<file path="config.mk">
export PLATFORM = sky130hd
export DESIGN_NAME = wb_cmd_master_flat
export DESIGN_NICKNAME = d
export VERILOG_FILES = /design/src/rtl/wb_cmd_master_if.sv /design/src/rtl/wb_cmd_master.sv /design/src/flat_wrapper.sv
export SDC_FILE = /design/constraint.sdc
export NUM_CORES = 1
export LEC_CHECK = 0
export CAP_MARGIN = 20
export CORE_MARGIN = 1.5
export CORE_UTILIZATION = 42
export CTS_CLUSTER_DIAMETER = 40
export DETAILED_ROUTE_END_ITERATION = 10
export PLACE_DENSITY = 0.81
export SLEW_MARGIN = 5
export SYNTH_ARGS = -nofsm -noshare
export SYNTH_HDL_FRONTEND = slang
export SYNTH_SLANG_ARGS = --single-unit
</file>
<file path="constraint.sdc">
create_clock -name clk_i -period 1.6 [get_ports clk_i]
set_input_delay 0.48 -clock clk_i [delete_from_list [all_inputs] [get_ports clk_i]]
set_output_delay 0.48 -clock clk_i [all_outputs]
set_load 0.02 [all_outputs]
</file>
<file path="src/rtl/wb_cmd_master_if.sv">
// Bundle of the command/response channels and the Wishbone classic bus for wb_cmd_master.
// The master modport is the command master's view; the slave modport is the view from the opposite side.
interface wb_cmd_master_if;
    logic        req_valid;
    logic        req_ready;
    logic [31:0] req_addr;
    logic [31:0] req_wdata;
    logic [3:0]  req_sel;
    logic        req_we;

    logic        rsp_valid;
    logic        rsp_ready;
    logic [31:0] rsp_rdata;
    logic        rsp_err;

    logic [31:0] adr_o;
    logic [31:0] dat_o;
    logic [31:0] dat_i;
    logic [3:0]  sel_o;
    logic        we_o;
    logic        cyc_o;
    logic        stb_o;
    logic        ack_i;

    modport master (
        input  req_valid, req_addr, req_wdata, req_sel, req_we,
        output req_ready,
        output rsp_valid, rsp_rdata, rsp_err,
        input  rsp_ready,
        output adr_o, dat_o, sel_o, we_o, cyc_o, stb_o,
        input  dat_i, ack_i
    );

    modport slave (
        output req_valid, req_addr, req_wdata, req_sel, req_we,
        input  req_ready,
        input  rsp_valid, rsp_rdata, rsp_err,
        output rsp_ready,
        input  adr_o, dat_o, sel_o, we_o, cyc_o, stb_o,
        output dat_i, ack_i
    );
endinterface

</file>
<file path="src/rtl/wb_cmd_master.sv">
// Single-outstanding Wishbone classic master: one valid/ready command becomes one bus cycle,
// and the result (read data or timeout error) comes back on a valid/ready response channel.
module wb_cmd_master #(
    parameter int unsigned TIMEOUT  = 255,
    parameter int unsigned TO_W     = 8,
    parameter logic [31:0] ERR_DATA = 32'hFFFF_FFFF
) (
    input  logic clk_i,
    input  logic rst_i,
    wb_cmd_master_if.master bus
);

    typedef enum logic [1:0] {
        IDLE = 2'd0,
        BUS  = 2'd1,
        RESP = 2'd2
    } state_t;

    // Counter value seen in the last strobe cycle before a timeout abort.
    localparam logic [TO_W-1:0] TO_LAST = TO_W'((TIMEOUT == 0) ? 0 : TIMEOUT - 1);

    state_t          state_q, state_d;
    logic [TO_W-1:0] cnt_q, cnt_d;
    logic [31:0]     adr_q, adr_d;
    logic [31:0]     dat_q, dat_d;
    logic [3:0]      sel_q, sel_d;
    logic            we_q, we_d;
    logic            cyc_q, cyc_d;
    logic            stb_q, stb_d;
    logic            rsp_valid_q, rsp_valid_d;
    logic [31:0]     rsp_rdata_q, rsp_rdata_d;
    logic            rsp_err_q, rsp_err_d;
    logic            timeout_hit;

    assign timeout_hit = (TIMEOUT != 0) && (cnt_q == TO_LAST);

    always_comb begin
        state_d     = state_q;
        cnt_d       = cnt_q;
        adr_d       = adr_q;
        dat_d       = dat_q;
        sel_d       = sel_q;
        we_d        = we_q;
        cyc_d       = cyc_q;
        stb_d       = stb_q;
        rsp_valid_d = rsp_valid_q;
        rsp_rdata_d = rsp_rdata_q;
        rsp_err_d   = rsp_err_q;

        case (state_q)
            IDLE: begin
                if (bus.req_valid) begin
                    adr_d   = bus.req_addr;
                    dat_d   = bus.req_wdata;
                    sel_d   = bus.req_sel;
                    we_d    = bus.req_we;
                    cyc_d   = 1'b1;
                    stb_d   = 1'b1;
                    cnt_d   = '0;
                    state_d = BUS;
                end
            end
            BUS: begin
                cnt_d = cnt_q + 1'b1;
                // An ack in the same cycle as the timeout still counts as success.
                if (bus.ack_i) begin
                    cyc_d       = 1'b0;
                    stb_d       = 1'b0;
                    rsp_rdata_d = we_q ? 32'd0 : bus.dat_i;
                    rsp_err_d   = 1'b0;
                    rsp_valid_d = 1'b1;
                    state_d     = RESP;
                end else if (timeout_hit) begin
                    cyc_d       = 1'b0;
                    stb_d       = 1'b0;
                    rsp_rdata_d = ERR_DATA;
                    rsp_err_d   = 1'b1;
                    rsp_valid_d = 1'b1;
                    state_d     = RESP;
                end
            end
            RESP: begin
                if (bus.rsp_ready) begin
                    rsp_valid_d = 1'b0;
                    state_d     = IDLE;
                end
            end
            default: begin
                cyc_d       = 1'b0;
                stb_d       = 1'b0;
                rsp_valid_d = 1'b0;
                state_d     = IDLE;
            end
        endcase
    end

    always_ff @(posedge clk_i) begin
        if (rst_i) begin
            state_q     <= IDLE;
            cnt_q       <= '0;
            adr_q       <= '0;
            dat_q       <= '0;
            sel_q       <= '0;
            we_q        <= 1'b0;
            cyc_q       <= 1'b0;
            stb_q       <= 1'b0;
            rsp_valid_q <= 1'b0;
            rsp_rdata_q <= '0;
            rsp_err_q   <= 1'b0;
        end else begin
            state_q     <= state_d;
            cnt_q       <= cnt_d;
            adr_q       <= adr_d;
            dat_q       <= dat_d;
            sel_q       <= sel_d;
            we_q        <= we_d;
            cyc_q       <= cyc_d;
            stb_q       <= stb_d;
            rsp_valid_q <= rsp_valid_d;
            rsp_rdata_q <= rsp_rdata_d;
            rsp_err_q   <= rsp_err_d;
        end
    end

    assign bus.req_ready = (state_q == IDLE);
    assign bus.rsp_valid = rsp_valid_q;
    assign bus.rsp_rdata = rsp_rdata_q;
    assign bus.rsp_err   = rsp_err_q;
    assign bus.adr_o     = adr_q;
    assign bus.dat_o     = dat_q;
    assign bus.sel_o     = sel_q;
    assign bus.we_o      = we_q;
    assign bus.cyc_o     = cyc_q;
    assign bus.stb_o     = stb_q;

endmodule
</file>
<file path="src/flat_wrapper.sv">
// flat-port wrapper written by rule: the top's interface ports become plain ports
module wb_cmd_master_flat 
#(
    parameter int unsigned TIMEOUT  = 255,
    parameter int unsigned TO_W     = 8,
    parameter logic [31:0] ERR_DATA = 32'hFFFF_FFFF
)
  (clk_i, rst_i, bus_req_valid, bus_req_addr, bus_req_wdata, bus_req_sel, bus_req_we, bus_req_ready, bus_rsp_valid, bus_rsp_rdata, bus_rsp_err, bus_rsp_ready, bus_adr_o, bus_dat_o, bus_sel_o, bus_we_o, bus_cyc_o, bus_stb_o, bus_dat_i, bus_ack_i);
  wb_cmd_master_if bus_i ();
  input  logic clk_i;
  input  logic rst_i;
  input wire logic [$bits(bus_i.req_valid)-1:0] bus_req_valid;
  input wire logic [$bits(bus_i.req_addr)-1:0] bus_req_addr;
  input wire logic [$bits(bus_i.req_wdata)-1:0] bus_req_wdata;
  input wire logic [$bits(bus_i.req_sel)-1:0] bus_req_sel;
  input wire logic [$bits(bus_i.req_we)-1:0] bus_req_we;
  output wire logic [$bits(bus_i.req_ready)-1:0] bus_req_ready;
  output wire logic [$bits(bus_i.rsp_valid)-1:0] bus_rsp_valid;
  output wire logic [$bits(bus_i.rsp_rdata)-1:0] bus_rsp_rdata;
  output wire logic [$bits(bus_i.rsp_err)-1:0] bus_rsp_err;
  input wire logic [$bits(bus_i.rsp_ready)-1:0] bus_rsp_ready;
  output wire logic [$bits(bus_i.adr_o)-1:0] bus_adr_o;
  output wire logic [$bits(bus_i.dat_o)-1:0] bus_dat_o;
  output wire logic [$bits(bus_i.sel_o)-1:0] bus_sel_o;
  output wire logic [$bits(bus_i.we_o)-1:0] bus_we_o;
  output wire logic [$bits(bus_i.cyc_o)-1:0] bus_cyc_o;
  output wire logic [$bits(bus_i.stb_o)-1:0] bus_stb_o;
  input wire logic [$bits(bus_i.dat_i)-1:0] bus_dat_i;
  input wire logic [$bits(bus_i.ack_i)-1:0] bus_ack_i;
  assign bus_i.req_valid = bus_req_valid;
  assign bus_i.req_addr = bus_req_addr;
  assign bus_i.req_wdata = bus_req_wdata;
  assign bus_i.req_sel = bus_req_sel;
  assign bus_i.req_we = bus_req_we;
  assign bus_req_ready = bus_i.req_ready;
  assign bus_rsp_valid = bus_i.rsp_valid;
  assign bus_rsp_rdata = bus_i.rsp_rdata;
  assign bus_rsp_err = bus_i.rsp_err;
  assign bus_i.rsp_ready = bus_rsp_ready;
  assign bus_adr_o = bus_i.adr_o;
  assign bus_dat_o = bus_i.dat_o;
  assign bus_sel_o = bus_i.sel_o;
  assign bus_we_o = bus_i.we_o;
  assign bus_cyc_o = bus_i.cyc_o;
  assign bus_stb_o = bus_i.stb_o;
  assign bus_i.dat_i = bus_dat_i;
  assign bus_i.ack_i = bus_ack_i;
  wb_cmd_master #(.TIMEOUT(TIMEOUT), .TO_W(TO_W), .ERR_DATA(ERR_DATA)) u_core (.clk_i(clk_i), .rst_i(rst_i), .bus(bus_i));
endmodule
</file>
==> results of run 1 <==
==> placed cells by master (no fill, tap or decap), types with 3 or more instances in the layout <==
| master | n |
|---|---|
| clkbuf_16 | 16 |
| buf_2 | 104 |
| o21ai_0 | 3 |
| o221ai_1 | 32 |
| clkinv_4 | 3 |
| inv_1 | 4 |
| nand2b_1 | 6 |
| buf_4 | 18 |
| dfxtp_1 | 112 |
| clkdlybuf4s50_1 | 104 |
| nand3_1 | 5 |
| nor2b_1 | 32 |
| nor2_1 | 35 |
| a21oi_1 | 108 |
| buf_12 | 5 |
| clkinvlp_4 | 3 |
| nand2_1 | 140 |
| bufinv_16 | 5 |
==> power breakdown <==
part,internal (mW),switching (mW)
Combinational,0.671,0.867
Clock,2.73,1.27
Sequential,3.05,0.126
==> metal layers <==
metal  GRT usage, %  share of wire, %
met5              0                 0
met4           8.74               1.9
met3           7.72               8.2
met2           38.9                48
met1           26.1                42
==> final cells by class <==
class / count / area (µm²)
Inverter: 5 / 18.8
Timing Repair Buffer: 232 / 1810
Clock buffer: 19 / 432
Tap cell: 140 / 175
Clock inverter: 13 / 209
Multi-Input combinational cell: 393 / 2050
Fill cell: 943 / 3820
Sequential cell: 114 / 2280
==> what timing repair did <==
item / in CTS / in global routing
pin swaps: 0 / 1
gates cloned: 0 / 0
resized for setup: 373 / 59
setup endpoints to repair: 106 / 74
==> registers in the layout (all words and copies together), names as in the netlist, 2 cells and up <==
register,cells
u_core.bus.sel_o,4
u_core.bus.dat_o,32
u_core.bus.adr_o,32
u_core.bus.rsp_rdata,32
u_core.cnt_q,8
u_core.state_q,2
==> cells by family after synthesis <==
family / share of synthesized area (%)
simple gates: 22.9
mux: 0.243
flops: 49.3
fa+ha+maj: 0.540
buf+inv: 6.59
compound gates: 20.4
==> worst max path at each step <==
stage	from	end	slack (ns)	cells after the start
6_report	u_core.bus.rsp_rdata[0]$_SDFFE_PP0P_	bus_rsp_rdata[0]	0.06	1
3_3_place_gp	bus_req_valid	u_core.bus.dat_o[11]$_SDFFE_PP0P_	-0.33	5
2_1_floorplan	rst_i	u_core.bus.adr_o[29]$_SDFFE_PP0P_	0.20	4
3_5_place_dp	bus_req_valid	u_core.bus.dat_o[10]$_SDFFE_PP0P_	-0.38	5
5_1_grt	u_core.state_q[0]$_SDFFE_PP0P_	bus_req_ready	0.002	2
4_1_cts	u_core.bus.dat_o[9]$_SDFFE_PP0P_	bus_dat_o[9]	0.0005	1
==> flow_summary_export.csv, run 1 <==
group,metric,value,unit
final_layout,drive_above_1_share,21.9,%
power,vdd_drop_max,0.710,mV
detailed_routing,dr.pass1.iters,4,
setup_path,critPathMaxFanout,3,
yosys,synth_top_area_share,49.3,%
power,total_power,8.72,mW
clock_tree,postCtsSetupBuffers,0,
power,power_density,1250,mW/mm²
place,place_area,0.00685,mm²
sta,tns,0,ns
yosys,ys_ff_latch,114,
place,hpwlAfterDp,9.29,mm
run_status,outcome,"completed",
setup_path,rr_worst_depth,5,
grt,gr-total-overflow,0,
clock_tree,cts.sinks,114,
final_layout,final_util,64.6,%
setup_path,crit_path_start_kind,"flip-flop",
min_path,hold_path_end,"u_core.bus.dat_o[17]$_SDFFE_PP0P_",
detailed_routing,ant_nets,0,
clock_tree,ctsHoldBuffers,0,
yosys,synth_edf_count,0,
sta,worst_slew_pin_slew,0.349,ns
floorplanning,start_util,42.9,%
grt,grt_pass1_wl,21.2,mm
setup_path,worstSetupPathType,"reg -> out",
floorplanning,fp.coreArea,0.0108,mm²
floorplanning,dieWidth,108,µm
yosys,yosysMostFrequentCell,"nand2_1",
detailed_routing,via_count,4675,
clock_tree,cts_buffers,17,
yosys,syn_nets,668,
setup_path,reg2reg_slack,0.09,ns
yosys,syn_area,0.00463,mm²
floorplanning,die_area,0.0117,mm²
final_layout,diodes,0,
clock_tree,cts_buffer_depth,2,
final_layout,layout.nets,871,
clock_tree,cts.clk_slew.worst_paths,0.06,ns
yosys,yosys_warnings,0,
detailed_routing,drt_iter0_drc,284,
setup_path,cp-end-kind,"output pin",
floorplanning,rows,38,
clock_tree,root_buffer,"clkbuf_8",
sta,max_freq,651,MHz
yosys,synth_common_cells,"140 x nand2_1, 114 x dfxtp_1, 108 x a21oi_1",
floorplanning,die_h,108,µm
clock_tree,cts_max_level,4,
sta,drv_slew,0,
place,place_congestion,0.757,
sta,finalHoldViolCount,0,
yosys,synth_area_per_cell,8.27,µm²
power,p_leak,3.00,nW
yosys,seq_area_frac_synth,49.3,%
yosys,ys_top_cells_by_area,"dfxtp_1 49%, a21oi_1 12%, nand2_1 11%, o221ai_1 6.1%, nor2b_1 4.3%",
sta,postLayoutSetupSlackWorst,0.0647,ns
flow_run,drv_cap,0,
setup_path,critPathSlowestCell,"dfxtp_1",
yosys,synthCells,560,
final_layout,areaGrowthSynthToFinish,50.6,%
min_path,worstHoldStart,"u_core.bus.dat_o[17]$_SDFFE_PP0P_",
detailed_routing,finalWirelength,13.4,mm
grt,grt_max_degree,60,
min_path,hold_path_depth,2,
grt,grt_pass1_vias,4647,
sta,holdWs,0.449,ns
floorplanning,pin_count,212,
setup_path,crit_required,1.12,ns
detailed_routing,wl_per_cell,14.6,µm
setup_path,max_stage_delay,0.37,ns
yosys,yosysTopAreaCell,"dfxtp_1",
final_layout,final_cell_area,0.00698,mm²
detailed_routing,drc,0,
clock_tree,cts_tree,"built",
sta,final-setup-viol-count,0,
setup_path,r2r-start,"u_core.state_q[1]$_SDFFE_PP0P_",
place,dpl.cell_count,884,
min_path,min_path_type,"reg -> reg",
sta,finClkSkew,0.00833,ns
sta,period_minus_slack,1.54,ns
setup_path,path_cells,"buf_2",
final_layout,final_cell_count_no_fill,916,
sta,period_share,96.0,%
setup_path,rr_endpoint,"u_core.bus.dat_o[10]$_SDFFE_PP0P_",
yosys,ys_types,41,
setup_path,crit_buf_inv,1,
clock_tree,clock_latency,0.49,ns
yosys,async_flop_share,0,%
grt,antenna_found_initial,0,
place,io_buffers,211,
detailed_routing,via_per_inst,5.10,
grt,grt.total_usage,22.7,%
yosys,synthFlopType,"dfxtp_1",
sta,rsz0062_at_grt,"false",
place,dp_slack,-0.384,ns
setup_path,cp_top_family,"flip-flops",
setup_path,cp.arrival,1.06,ns
sta,relSlewSlack,76.7,%
No activity file was read; power rests on OpenSTA's default activity.
==> inputs of run 2 (changes only) <==
- CORE_MARGIN: 1.5 -> not set
- CORE_UTILIZATION: 42 -> 62
- DONT_BUFFER_PORTS: not set -> 1
- PLACE_DENSITY: 0.81 -> 0.78
==> run 2 against run 1 <==
Wire length is 20% lower. Clock power is 3% lower. Sequential power is 8.5% higher. Count of clock-buffer cells in the layout is 1 higher. Register-to-register slack worse by 0.03 ns. Non-clock buffer count is 214 lower. Sequential cell count stayed put. Via count is 17% lower. Largest cell class unchanged. Largest power group unchanged. Highest routed layer unchanged.
==> flow_summary_export.csv, run 2 (synthesis results as in run 1) <==
group,metric,value,unit
clock_tree,cts.sinks,114,
grt,antenna_found_initial,0,
final_layout,multi_input_area,0.00205,mm²
place,dp_slack,0.0936,ns
final_layout,areaGrowthSynthToFinish,14.9,%
sta,max_freq,643,MHz
setup_path,crit_required,1.12,ns
final_layout,final_cell_area,0.00532,mm²
flow_run,drv_cap,0,
clock_tree,cts_tree,"built",
sta,period_share,97.3,%
sta,postLayoutSetupSlackWorst,0.0436,ns
final_layout,regArea,0.00229,mm²
run_status,outcome,"completed",
detailed_routing,drc,0,
clock_tree,cts_buffers,17,
clock_tree,root_buffer,"clkbuf_8",
place,io_buffers,0,
power,seq_power_share,42.4,%
sta,drv_slew,0,
setup_path,cp.arrival,1.08,ns
power,power_density,1530,mW/mm²
floorplanning,pin_count,212,
clock_tree,clock_latency,0.49,ns
sta,holdWs,0.0595,ns
final_layout,diodes,0,
sta,finClkSkew,0.0100,ns
grt,gr-total-overflow,0,
place,place_area,0.00464,mm²
setup_path,crit_buf_inv,1,
sta,worst_slew_pin_slew,0.323,ns
detailed_routing,ant_nets,0,
place,place_congestion,0.799,
power,p_sw,2.13,mW
sta,final-setup-viol-count,0,
power,p_leak,2.02,nW
power,swShare,26.2,%
clock_tree,cts_max_level,4,
setup_path,path_cells,"nor2_4, buf_6",
final_layout,fillCellCount,542,
setup_path,max_stage_delay,0.36,ns
grt,grt_pass1_vias,3495,
setup_path,critPathSlowestCell,"dfxtp_4",
floorplanning,dieWidth,88.4,µm
detailed_routing,via_count,3874,
final_layout,layout.nets,657,
power,p_clk_share,47.8,%
power,vdd_drop_max,0.792,mV
final_layout,layout_commonest_cell,"nand2_1",
sta,relSlewSlack,78.5,%
detailed_routing,drt_iter0_drc,139,
power,p_int,6.00,mW
setup_path,cp-end-kind,"output pin",
final_layout,drive_above_1_share,10.7,%
setup_path,worstSetupPathType,"reg -> out",
place,hpwlAfterDp,6.77,mm
sta,period_minus_slack,1.56,ns
detailed_routing,finalWirelength,10.7,mm
setup_path,cp_top_family,"flip-flops",
power,power_frac_comb,9.8,%
clock_tree,cts.clk_slew.worst_paths,0.06,ns
grt,grt_max_degree,82,
floorplanning,rows,31,
setup_path,crit_path_start_kind,"flip-flop",
setup_path,critPathMaxFanout,3,
grt,grt.total_usage,25.8,%
floorplanning,start_util,63.9,%
grt,grt_pass1_wl,15.7,mm
min_path,min_path_type,"in -> reg",
detailed_routing,wl_per_cell,16.2,µm
final_layout,layout_common_cells,"140 x nand2_1, 112 x dfxtp_1, 108 x a21oi_1",
floorplanning,fp.coreArea,0.00725,mm²
sta,finalHoldViolCount,0,
detailed_routing,dr.pass1.iters,4,
clock_tree,cts_buffer_depth,2,
sta,rsz0062_at_grt,"true",
floorplanning,die_area,0.00782,mm²
floorplanning,die_h,88.4,µm
detailed_routing,via_per_inst,5.86,
run 2: timing repair:
action	CTS	global route
pin swaps	0	0
setup buffers	4	1
cloned	0	1
hold buffers	0	0
resized for setup	7	3
endpoints found under the setup margin	1	30
run 2: metrics by stage:
stage / power, mW / TNS [ns] / instances / util, %
after global routing: 8.46 / -0.189 / 661 / 73.4
final: 8.13 / 0 / 661 / 73.4
after global placement: 4.21 / 0 / 625 / 63.9
after floorplan: 4.14 / 0 / 560 / -
after CTS: 8.15 / 0 / 659 / 73.0
after detailed placement: 4.25 / 0 / 625 / 63.9
run 2: layout make-up:
type                            instances  share of cell area [%]
Inverter                                5                   0.353
Tap cell                               99                    2.33
Clock buffer                           20                    8.37
Multi-Input combinational cell        393                    38.6
Clock inverter                         12                    3.36
Sequential cell                       114                    43.0
Timing Repair Buffer                   18                    4.02
run 2: layer usage:
metal	track usage, %	up-vias	routed length [µm]
li1	-	1890	-
met5	0	-	0
met3	10.2	14	861
met4	8.94	0	167
met1	27.6	1815	4200
met2	46.0	155	5470
run 2: worst paths after layout:
check                                      start                           endpoint  slack (ns)  cells past startpoint
setup / recovery  u_core.state_q[1]$_SDFFE_PP0P_                      bus_req_ready        0.04                      2
hold / removal                             rst_i  u_core.bus.adr_o[20]$_SDFFE_PP0P_        0.06                      1
setup reg to reg  u_core.state_q[1]$_SDFFE_PP0P_  u_core.bus.adr_o[30]$_SDFFE_PP0P_        0.06                      6
hold reg to reg     u_core.cnt_q[4]$_SDFFE_PP0P_       u_core.cnt_q[4]$_SDFFE_PP0P_        0.51                      1
run 2: power groups by stage:
| stage | clock [mW] | sequential (mW) | combinational, mW |
|---|---|---|---|
| global route | 4.09 | 3.47 | 0.894 |
| finish | 3.89 | 3.45 | 0.794 |
| global placement | 0 | 3.50 | 0.710 |
| CTS | 3.93 | 3.45 | 0.767 |
| floorplan | 0 | 3.47 | 0.677 |
| detailed placement | 0 | 3.51 | 0.746 |
==> inputs of run 3 (changes only) <==
- GPL_ROUTABILITY_DRIVEN: not set -> 0
==> results of run 3 <==
Same layout as run 2: the final DEF is identical, and so are final timing and power.
